[config.mk]
export PLATFORM = sky130hd
export DESIGN_NAME = panel_keyseq
export DESIGN_NICKNAME = d
export VERILOG_FILES = /design/src/rtl/panel_pkg.sv /design/src/rtl/panel_keycnt.sv /design/src/rtl/panel_keyseq.sv
export SDC_FILE = /design/constraint.sdc
export NUM_CORES = 1
export LEC_CHECK = 0
export ABC_CLOCK_PERIOD_IN_PS = 2200
export BUFFER_PORTS_ARGS = -buffer_cell sky130_fd_sc_hd__buf_2
export CORE_MARGIN = 4
export CORE_UTILIZATION = 46
export DETAILED_ROUTE_END_ITERATION = 10
export GPL_TIMING_DRIVEN = 0
export HOLD_SLACK_MARGIN = 0.15
export PLACE_DENSITY = 0.75
export SETUP_SLACK_MARGIN = 0.2
export SYNTH_ARGS = -nofsm -noshare
export SYNTH_HDL_FRONTEND = slang
export SYNTH_SLANG_ARGS = --single-unit
[constraint.sdc]
create_clock -name clk -period 2.2 [get_ports clk]
set_input_delay 0.33 -clock clk [delete_from_list [all_inputs] [get_ports clk]]
set_output_delay 0.33 -clock clk [all_outputs]
set_load 0.02 [all_outputs]
[src/rtl/panel_pkg.sv]
`default_nettype none
// ============================================================================
//  Module      : panel_pkg
//  Description : Shared key codes, response codes, FSM encoding and counter
//                sizing helper for the front-panel key sequencer.
//  Revision    : 1.0 - initial release
// ============================================================================
package panel_pkg;

    localparam int unsigned c_NUM_KEYS = 12;

    localparam logic [3:0] c_KEY_START     = 4'd0;
    localparam logic [3:0] c_KEY_READ_IN   = 4'd1;
    localparam logic [3:0] c_KEY_MEM_CONT  = 4'd2;
    localparam logic [3:0] c_KEY_INST_CONT = 4'd3;
    localparam logic [3:0] c_KEY_MEM_STOP  = 4'd4;
    localparam logic [3:0] c_KEY_INST_STOP = 4'd5;
    localparam logic [3:0] c_KEY_EXEC      = 4'd6;
    localparam logic [3:0] c_KEY_IO_RESET  = 4'd7;
    localparam logic [3:0] c_KEY_DEP       = 4'd8;
    localparam logic [3:0] c_KEY_DEP_NXT   = 4'd9;
    localparam logic [3:0] c_KEY_EX        = 4'd10;
    localparam logic [3:0] c_KEY_EX_NXT    = 4'd11;

    localparam logic [1:0] c_ERR_OK      = 2'd0;
    localparam logic [1:0] c_ERR_TIMEOUT = 2'd1;
    localparam logic [1:0] c_ERR_ILLEGAL = 2'd2;

    localparam int unsigned c_ST_W = 3;
    localparam logic [c_ST_W-1:0] c_ST_IDLE  = 3'd0;
    localparam logic [c_ST_W-1:0] c_ST_SETUP = 3'd1;
    localparam logic [c_ST_W-1:0] c_ST_PRESS = 3'd2;
    localparam logic [c_ST_W-1:0] c_ST_WAIT  = 3'd3;
    localparam logic [c_ST_W-1:0] c_ST_RESP  = 3'd4;

    // The shared counter is loaded with (cycles - 1), so it must hold max-1.
    function automatic int unsigned cnt_width(input int unsigned a,
                                              input int unsigned b,
                                              input int unsigned c);
        int unsigned m;
        m = a;
        if (b > m) m = b;
        if (c > m) m = c;
        return (m < 2) ? 1 : $clog2(m);
    endfunction

endpackage
`default_nettype wire

[src/rtl/panel_keycnt.sv]
`default_nettype none
// ============================================================================
//  Module      : panel_keycnt
//  Description : Loadable down-counter with zero flag; saturates at zero.
//  Revision    : 1.0 - initial release
// ============================================================================
module panel_keycnt
    import panel_pkg::*;
#(
    parameter int unsigned WIDTH = 8
) (
    input  logic             clk,
    input  logic             rst,
    input  logic             i_load,
    input  logic [WIDTH-1:0] i_load_val,
    input  logic             i_en,
    output logic             o_zero
);

    logic [WIDTH-1:0] r_count;

    always_ff @(posedge clk) begin
        if (rst) begin
            r_count <= '0;
        end else if (i_load) begin
            r_count <= i_load_val;
        end else if (i_en && (r_count != '0)) begin
            r_count <= r_count - WIDTH'(1);
        end
    end

    assign o_zero = (r_count == '0);

endmodule
`default_nettype wire

[src/rtl/panel_keyseq.sv]
`default_nettype none
// ============================================================================
//  Module      : panel_keyseq
//  Description : Front-panel key sequencer: loads switches, presses one key
//                for a fixed time, waits for the processor ack, responds.
//  Revision    : 1.0 - initial release
// ============================================================================
module panel_keyseq
    import panel_pkg::*;
#(
    parameter int unsigned HOLD_CYC    = 100,
    parameter int unsigned SETUP_CYC   = 4,
    parameter int unsigned TIMEOUT_CYC = 4096
) (
    input  logic        clk,
    input  logic        reset,
    input  logic        cmd_valid,
    output logic        cmd_ready,
    input  logic [3:0]  cmd_key,
    input  logic [17:0] cmd_addr,
    input  logic [35:0] cmd_data,
    output logic        key_start,
    output logic        key_read_in,
    output logic        key_mem_cont,
    output logic        key_inst_cont,
    output logic        key_mem_stop,
    output logic        key_inst_stop,
    output logic        key_exec,
    output logic        key_io_reset,
    output logic        key_dep,
    output logic        key_dep_nxt,
    output logic        key_ex,
    output logic        key_ex_nxt,
    output logic [17:0] mas,
    output logic [35:0] datasw,
    input  logic        key_ack,
    input  logic [35:0] mi,
    output logic        rsp_valid,
    input  logic        rsp_ready,
    output logic [35:0] rsp_data,
    output logic [1:0]  rsp_err
);

    localparam int unsigned c_CW = cnt_width(HOLD_CYC, SETUP_CYC, TIMEOUT_CYC);
    localparam logic [c_CW-1:0] c_SETUP_LD = c_CW'(SETUP_CYC - 1);
    localparam logic [c_CW-1:0] c_HOLD_LD  = c_CW'(HOLD_CYC - 1);
    localparam logic [c_CW-1:0] c_TMO_LD   = c_CW'(TIMEOUT_CYC - 1);

    logic [c_ST_W-1:0]     r_state;
    logic [c_ST_W-1:0]     w_state_nxt;
    logic [3:0]            r_key;
    logic [17:0]           r_mas;
    logic [35:0]           r_datasw;
    logic                  r_ack_seen;
    logic [35:0]           r_rsp_data;
    logic [1:0]            r_rsp_err;
    logic                  w_legal;
    logic                  w_cnt_load;
    logic                  w_cnt_en;
    logic [c_CW-1:0]       w_cnt_val;
    logic                  w_cnt_zero;
    logic [c_NUM_KEYS-1:0] w_keys;

    assign w_legal = (cmd_key <= c_KEY_EX_NXT);

    // One counter times SETUP, PRESS and the ack timeout; in WAIT its
    // reload value minus the current count is the elapsed wait time.
    panel_keycnt #(
        .WIDTH (c_CW)
    ) u_keycnt (
        .clk        (clk),
        .rst        (reset),
        .i_load     (w_cnt_load),
        .i_load_val (w_cnt_val),
        .i_en       (w_cnt_en),
        .o_zero     (w_cnt_zero)
    );

    always_ff @(posedge clk) begin
        if (reset) begin
            r_state <= c_ST_IDLE;
        end else begin
            r_state <= w_state_nxt;
        end
    end

    always_comb begin
        w_state_nxt = r_state;
        w_cnt_load  = 1'b0;
        w_cnt_val   = '0;
        w_cnt_en    = 1'b0;
        case (r_state)
            c_ST_IDLE: begin
                if (cmd_valid) begin
                    if (w_legal) begin
                        w_state_nxt = c_ST_SETUP;
                        w_cnt_load  = 1'b1;
                        w_cnt_val   = c_SETUP_LD;
                    end else begin
                        w_state_nxt = c_ST_RESP;
                    end
                end
            end
            c_ST_SETUP: begin
                if (w_cnt_zero) begin
                    w_state_nxt = c_ST_PRESS;
                    w_cnt_load  = 1'b1;
                    w_cnt_val   = c_HOLD_LD;
                end else begin
                    w_cnt_en = 1'b1;
                end
            end
            c_ST_PRESS: begin
                if (w_cnt_zero) begin
                    w_state_nxt = c_ST_WAIT;
                    w_cnt_load  = 1'b1;
                    w_cnt_val   = c_TMO_LD;
                end else begin
                    w_cnt_en = 1'b1;
                end
            end
            c_ST_WAIT: begin
                if (r_ack_seen || w_cnt_zero) begin
                    w_state_nxt = c_ST_RESP;
                end else begin
                    w_cnt_en = 1'b1;
                end
            end
            c_ST_RESP: begin
                if (rsp_ready) begin
                    w_state_nxt = c_ST_IDLE;
                end
            end
            default: begin
                w_state_nxt = c_ST_IDLE;
            end
        endcase
    end

    always_comb begin
        cmd_ready = (r_state == c_ST_IDLE);
        rsp_valid = (r_state == c_ST_RESP);
        w_keys    = '0;
        if (r_state == c_ST_PRESS) begin
            w_keys = {{(c_NUM_KEYS-1){1'b0}}, 1'b1} << r_key;
        end
    end

    always_ff @(posedge clk) begin
        if (reset) begin
            r_key      <= '0;
            r_mas      <= '0;
            r_datasw   <= '0;
            r_ack_seen <= 1'b0;
            r_rsp_data <= '0;
            r_rsp_err  <= c_ERR_OK;
        end else begin
            if ((r_state == c_ST_IDLE) && cmd_valid) begin
                if (w_legal) begin
                    r_mas      <= cmd_addr;
                    r_datasw   <= cmd_data;
                    r_key      <= cmd_key;
                    r_ack_seen <= 1'b0;
                end else begin
                    r_rsp_data <= '0;
                    r_rsp_err  <= c_ERR_ILLEGAL;
                end
            end
            if (((r_state == c_ST_PRESS) || (r_state == c_ST_WAIT)) && key_ack) begin
                r_ack_seen <= 1'b1;
            end
            // A recorded ack wins over a timeout expiring in the same cycle.
            if ((r_state == c_ST_WAIT) && (w_state_nxt == c_ST_RESP)) begin
                if (r_ack_seen) begin
                    r_rsp_data <= mi;
                    r_rsp_err  <= c_ERR_OK;
                end else begin
                    r_rsp_data <= '0;
                    r_rsp_err  <= c_ERR_TIMEOUT;
                end
            end
        end
    end

    assign mas      = r_mas;
    assign datasw   = r_datasw;
    assign rsp_data = r_rsp_data;
    assign rsp_err  = r_rsp_err;

    assign key_start     = w_keys[c_KEY_START];
    assign key_read_in   = w_keys[c_KEY_READ_IN];
    assign key_mem_cont  = w_keys[c_KEY_MEM_CONT];
    assign key_inst_cont = w_keys[c_KEY_INST_CONT];
    assign key_mem_stop  = w_keys[c_KEY_MEM_STOP];
    assign key_inst_stop = w_keys[c_KEY_INST_STOP];
    assign key_exec      = w_keys[c_KEY_EXEC];
    assign key_io_reset  = w_keys[c_KEY_IO_RESET];
    assign key_dep       = w_keys[c_KEY_DEP];
    assign key_dep_nxt   = w_keys[c_KEY_DEP_NXT];
    assign key_ex        = w_keys[c_KEY_EX];
    assign key_ex_nxt    = w_keys[c_KEY_EX_NXT];

endmodule
`default_nettype wire

==> reports/results.txt <==
asr flop ratio synth: 0
PortBufs: 203
Clk pin slew, worst setup/hold paths: 110 ps
crit path capture type: output pin
outcome: finished clean
Clock Skew: 14.25 ps
Mean Syn Cell Area: 8.738 um2
Final Hold Fails: 0
Unique masters post-synth: 45
post-synthesis cell count: 492
crit share post-route: 0.9699
layout cells sized above 1: 0.4162
residual DRC count: 0
largest net degree at the start of global routing: 20
post-synthesis sequential area ratio: 0.5215
Detail Placement HPWL: 8.802 mm
number of nets in the layout: 836
Synth area leader: dfxtp_1
Tot GR Track Use: 0.2152
Syn Std Cell Area: 4299 um2
CTS tree: built
total gr overflow: 0
critical path, cell by cell: buf_6 > nand3b_1 > buf_4 > nor2_4 > nand2_4 > nor3_2 > buf_4
Synth Register Bits: 112
final-layout fill cell count: 729
Initial Util: 0.4697
CP top delay family: simple AND/OR/NAND/NOR gates
Avg WL per Cell: 15.05 um
CTS buffer count: 9
Min Clock Period, post-route: 2134 ps
TNS Setup: 0 ps
initial antenna violation count: 0
Cell Area, Placed: 5454 um2
Synth Warn #: 0
syn_nets: 592
vias per cell: 5.166
Antenna Nets Post-Route: 0
Die H: 104.7 um
antenna cell count: 0
maximum VDD drop: 0.4490 mV
Top Ports: 205
design area: 6173 um2
worst skew pair latency: 370 ps
RSZ-0062 raised after global routing: yes
cell mode on critical path: buf_4
CORE AREA: 9153 um2
Crit path buffers/inverters: 3
maximum clock rate: 468.7 MHz
Worst Path Arrival: 1800 ps
1st-iter DRT viols: 278
Yosys top cell area share: 0.5215
CP max stage cell: dfxtp_2
power per standard cell area: 962.8 nW/um2
die width: 104.7 um
Final Setup Violations: 0
Startpoint Class: flop
first-pass GRT wire length: 19.67 mm
most common flop cell mapped by yosys: dfxtp_1
pre-CTS setup slack: -114.8 ps
Rel. slew slack: 0.6375
GPL Wtd Cong: 0.8251
critical path peak fanout: 4
Max stage delay on crit path: 350 ps
total power: 5.944 mW
# rows: 35
area delta synth->final: 43.60%
vias in the first global route: 4259
max-slew violations: 0
critical path data required time: 1870 ps
DIE AREA: 10960 um2
Hold WC Path Type: in -> reg
Crit Path Class: reg -> out
htree depth: 3
leading post-synthesis cells by cell area: dfxtp_1 52%, nand2_1 11%, a21oi_1 8.0%
Clock Sinks: 112
drt first pass iters: 5
vias post-DR: 4396
EDFF count, synth: 0
post-route worst setup slack: 66.25 ps
Longest Clk Path Bufs: 2
Tightest Pin Transition: 543.7 ps
Root Driver: clkbuf_8
Post-Route WL: 12.81 mm
Max-Cap Viols: 0
Lkg Pwr: 2.873 nW
## registers in the layout, indices dropped and copies added, names as in the netlist
| signal | count |
|---|---|
| datasw | 36 |
| rsp_data | 36 |
| mas | 18 |
| u_keycnt.r_count | 12 |
| r_key | 4 |
| r_state | 3 |
| rsp_err | 2 |
| r_ack_seen | 1 |
## cell families after synthesis
kind of cell | synth area share
AND/OR/NAND/NOR | 0.2014
AO/OA/AOI/OAI | 0.2174
flip-flops | 0.5215
buffers and inverters | 0.05471
XOR/XNOR | 0.002038
adder cells (fa/ha/maj) | 0.002910
## cells in the mapped netlist (5+ instances only)
master	number
nand2_1	123
a21oi_1	69
dfxtp_1	112
nand3_1	7
a31oi_1	5
nor3_1	13
buf_2	8
o21ai_0	6
nor2_1	27
o32ai_1	7
clkbuf_1	18
a22o_1	36
inv_1	13
buf_6	5
## cell usage in the layout, fill, tap and decap left out, types with 3 or more instances in the layout
cell type  netlist  layout
buf_2            8     199
nand2_1        123     122
dfxtp_1        112     108
a21oi_1         69      68
a22o_1          36      36
buf_4            3      26
buf_6            5      23
nor2_1          27      20
clkbuf_1        18      13
nor3_1          13      10
inv_1           13      10
clkbuf_8         0      10
nor2_4           0       6
nand3_1          7       6
o21ai_0          6       5
a31oi_1          5       5
o32ai_1          7       5
dfxtp_2          0       4
nor3_2           1       3
and3_1           4       3
clkbuf_2         0       3
clkinv_4         0       3
## what timing repair did
item	4_1_cts	5_1_grt
setup buffers	21	8
pin swaps	8	14
endpoints found under the hold margin	1	0
setup endpoints to repair	65	101
cloned	0	0
gates resized for setup	34	58
hold buffers	1	0
## report_power, final
part	switching, mW	total, mW	internal [mW]
Combinational	1.34	2.33	0.989
Clock	0.717	1.18	0.461
Sequential	0.186	2.44	2.25
Total	2.24	5.94	3.70
## stage by stage
stage | util | hold slack, ps | instances
3_5_place_dp | 0.5959 | 445.9 | 806
6_report | 0.6745 | 170.9 | 851
2_1_floorplan | - | 436.7 | 492
4_1_cts | 0.6491 | 151.4 | 843
3_3_place_gp | 0.5959 | 438.5 | 806
5_1_grt | 0.6745 | 155.6 | 851
## metal layers
metal,global-route usage,wire (um)
met3,0.06794,1136
met5,0,0
met4,0.07029,174
met1,0.2449,5191
met2,0.3819,6307
## area by class of cell
class | count | area, um2 | area share
flip-flops and latches | 112 | 2247 | 0.3640
multi-input cells | 333 | 1968 | 0.3188
repair buffers | 233 | 1321 | 0.2140
plain buffers | 34 | 247.7 | 0.04013
well taps | 111 | 138.9 | 0.02250
clock buffers | 10 | 137.6 | 0.02229
inverters | 13 | 58.81 | 0.009526
clock inverters | 5 | 53.80 | 0.008715
## worst reg2reg max path, delay by kind of cell, from the launching register on
| kind | cells | cell delay (ps) |
|---|---|---|
| DFF | 1 | 350 |
| buffers and inverters | 9 | 1000 |
| and+or+nand+nor | 2 | 430 |
| AOI/OAI and AO/OA | 2 | 210 |
## final timing paths
kind         depth (start not counted)                     from  slack (ps)                                 to
min                                  2                   mi[14]         170          rsp_data[14]$_SDFFE_PP0P_
min reg2reg                          2  datasw[22]$_SDFFE_PP0P_         460            datasw[22]$_SDFFE_PP0P_
max                                  7    r_state[0]$_SDFF_PP0_          70                        key_read_in
max reg2reg                         13    r_state[0]$_SDFF_PP0_          80  u_keycnt.r_count[10]$_SDFFE_PP0P_
Power figures use the tool's default switching activity.
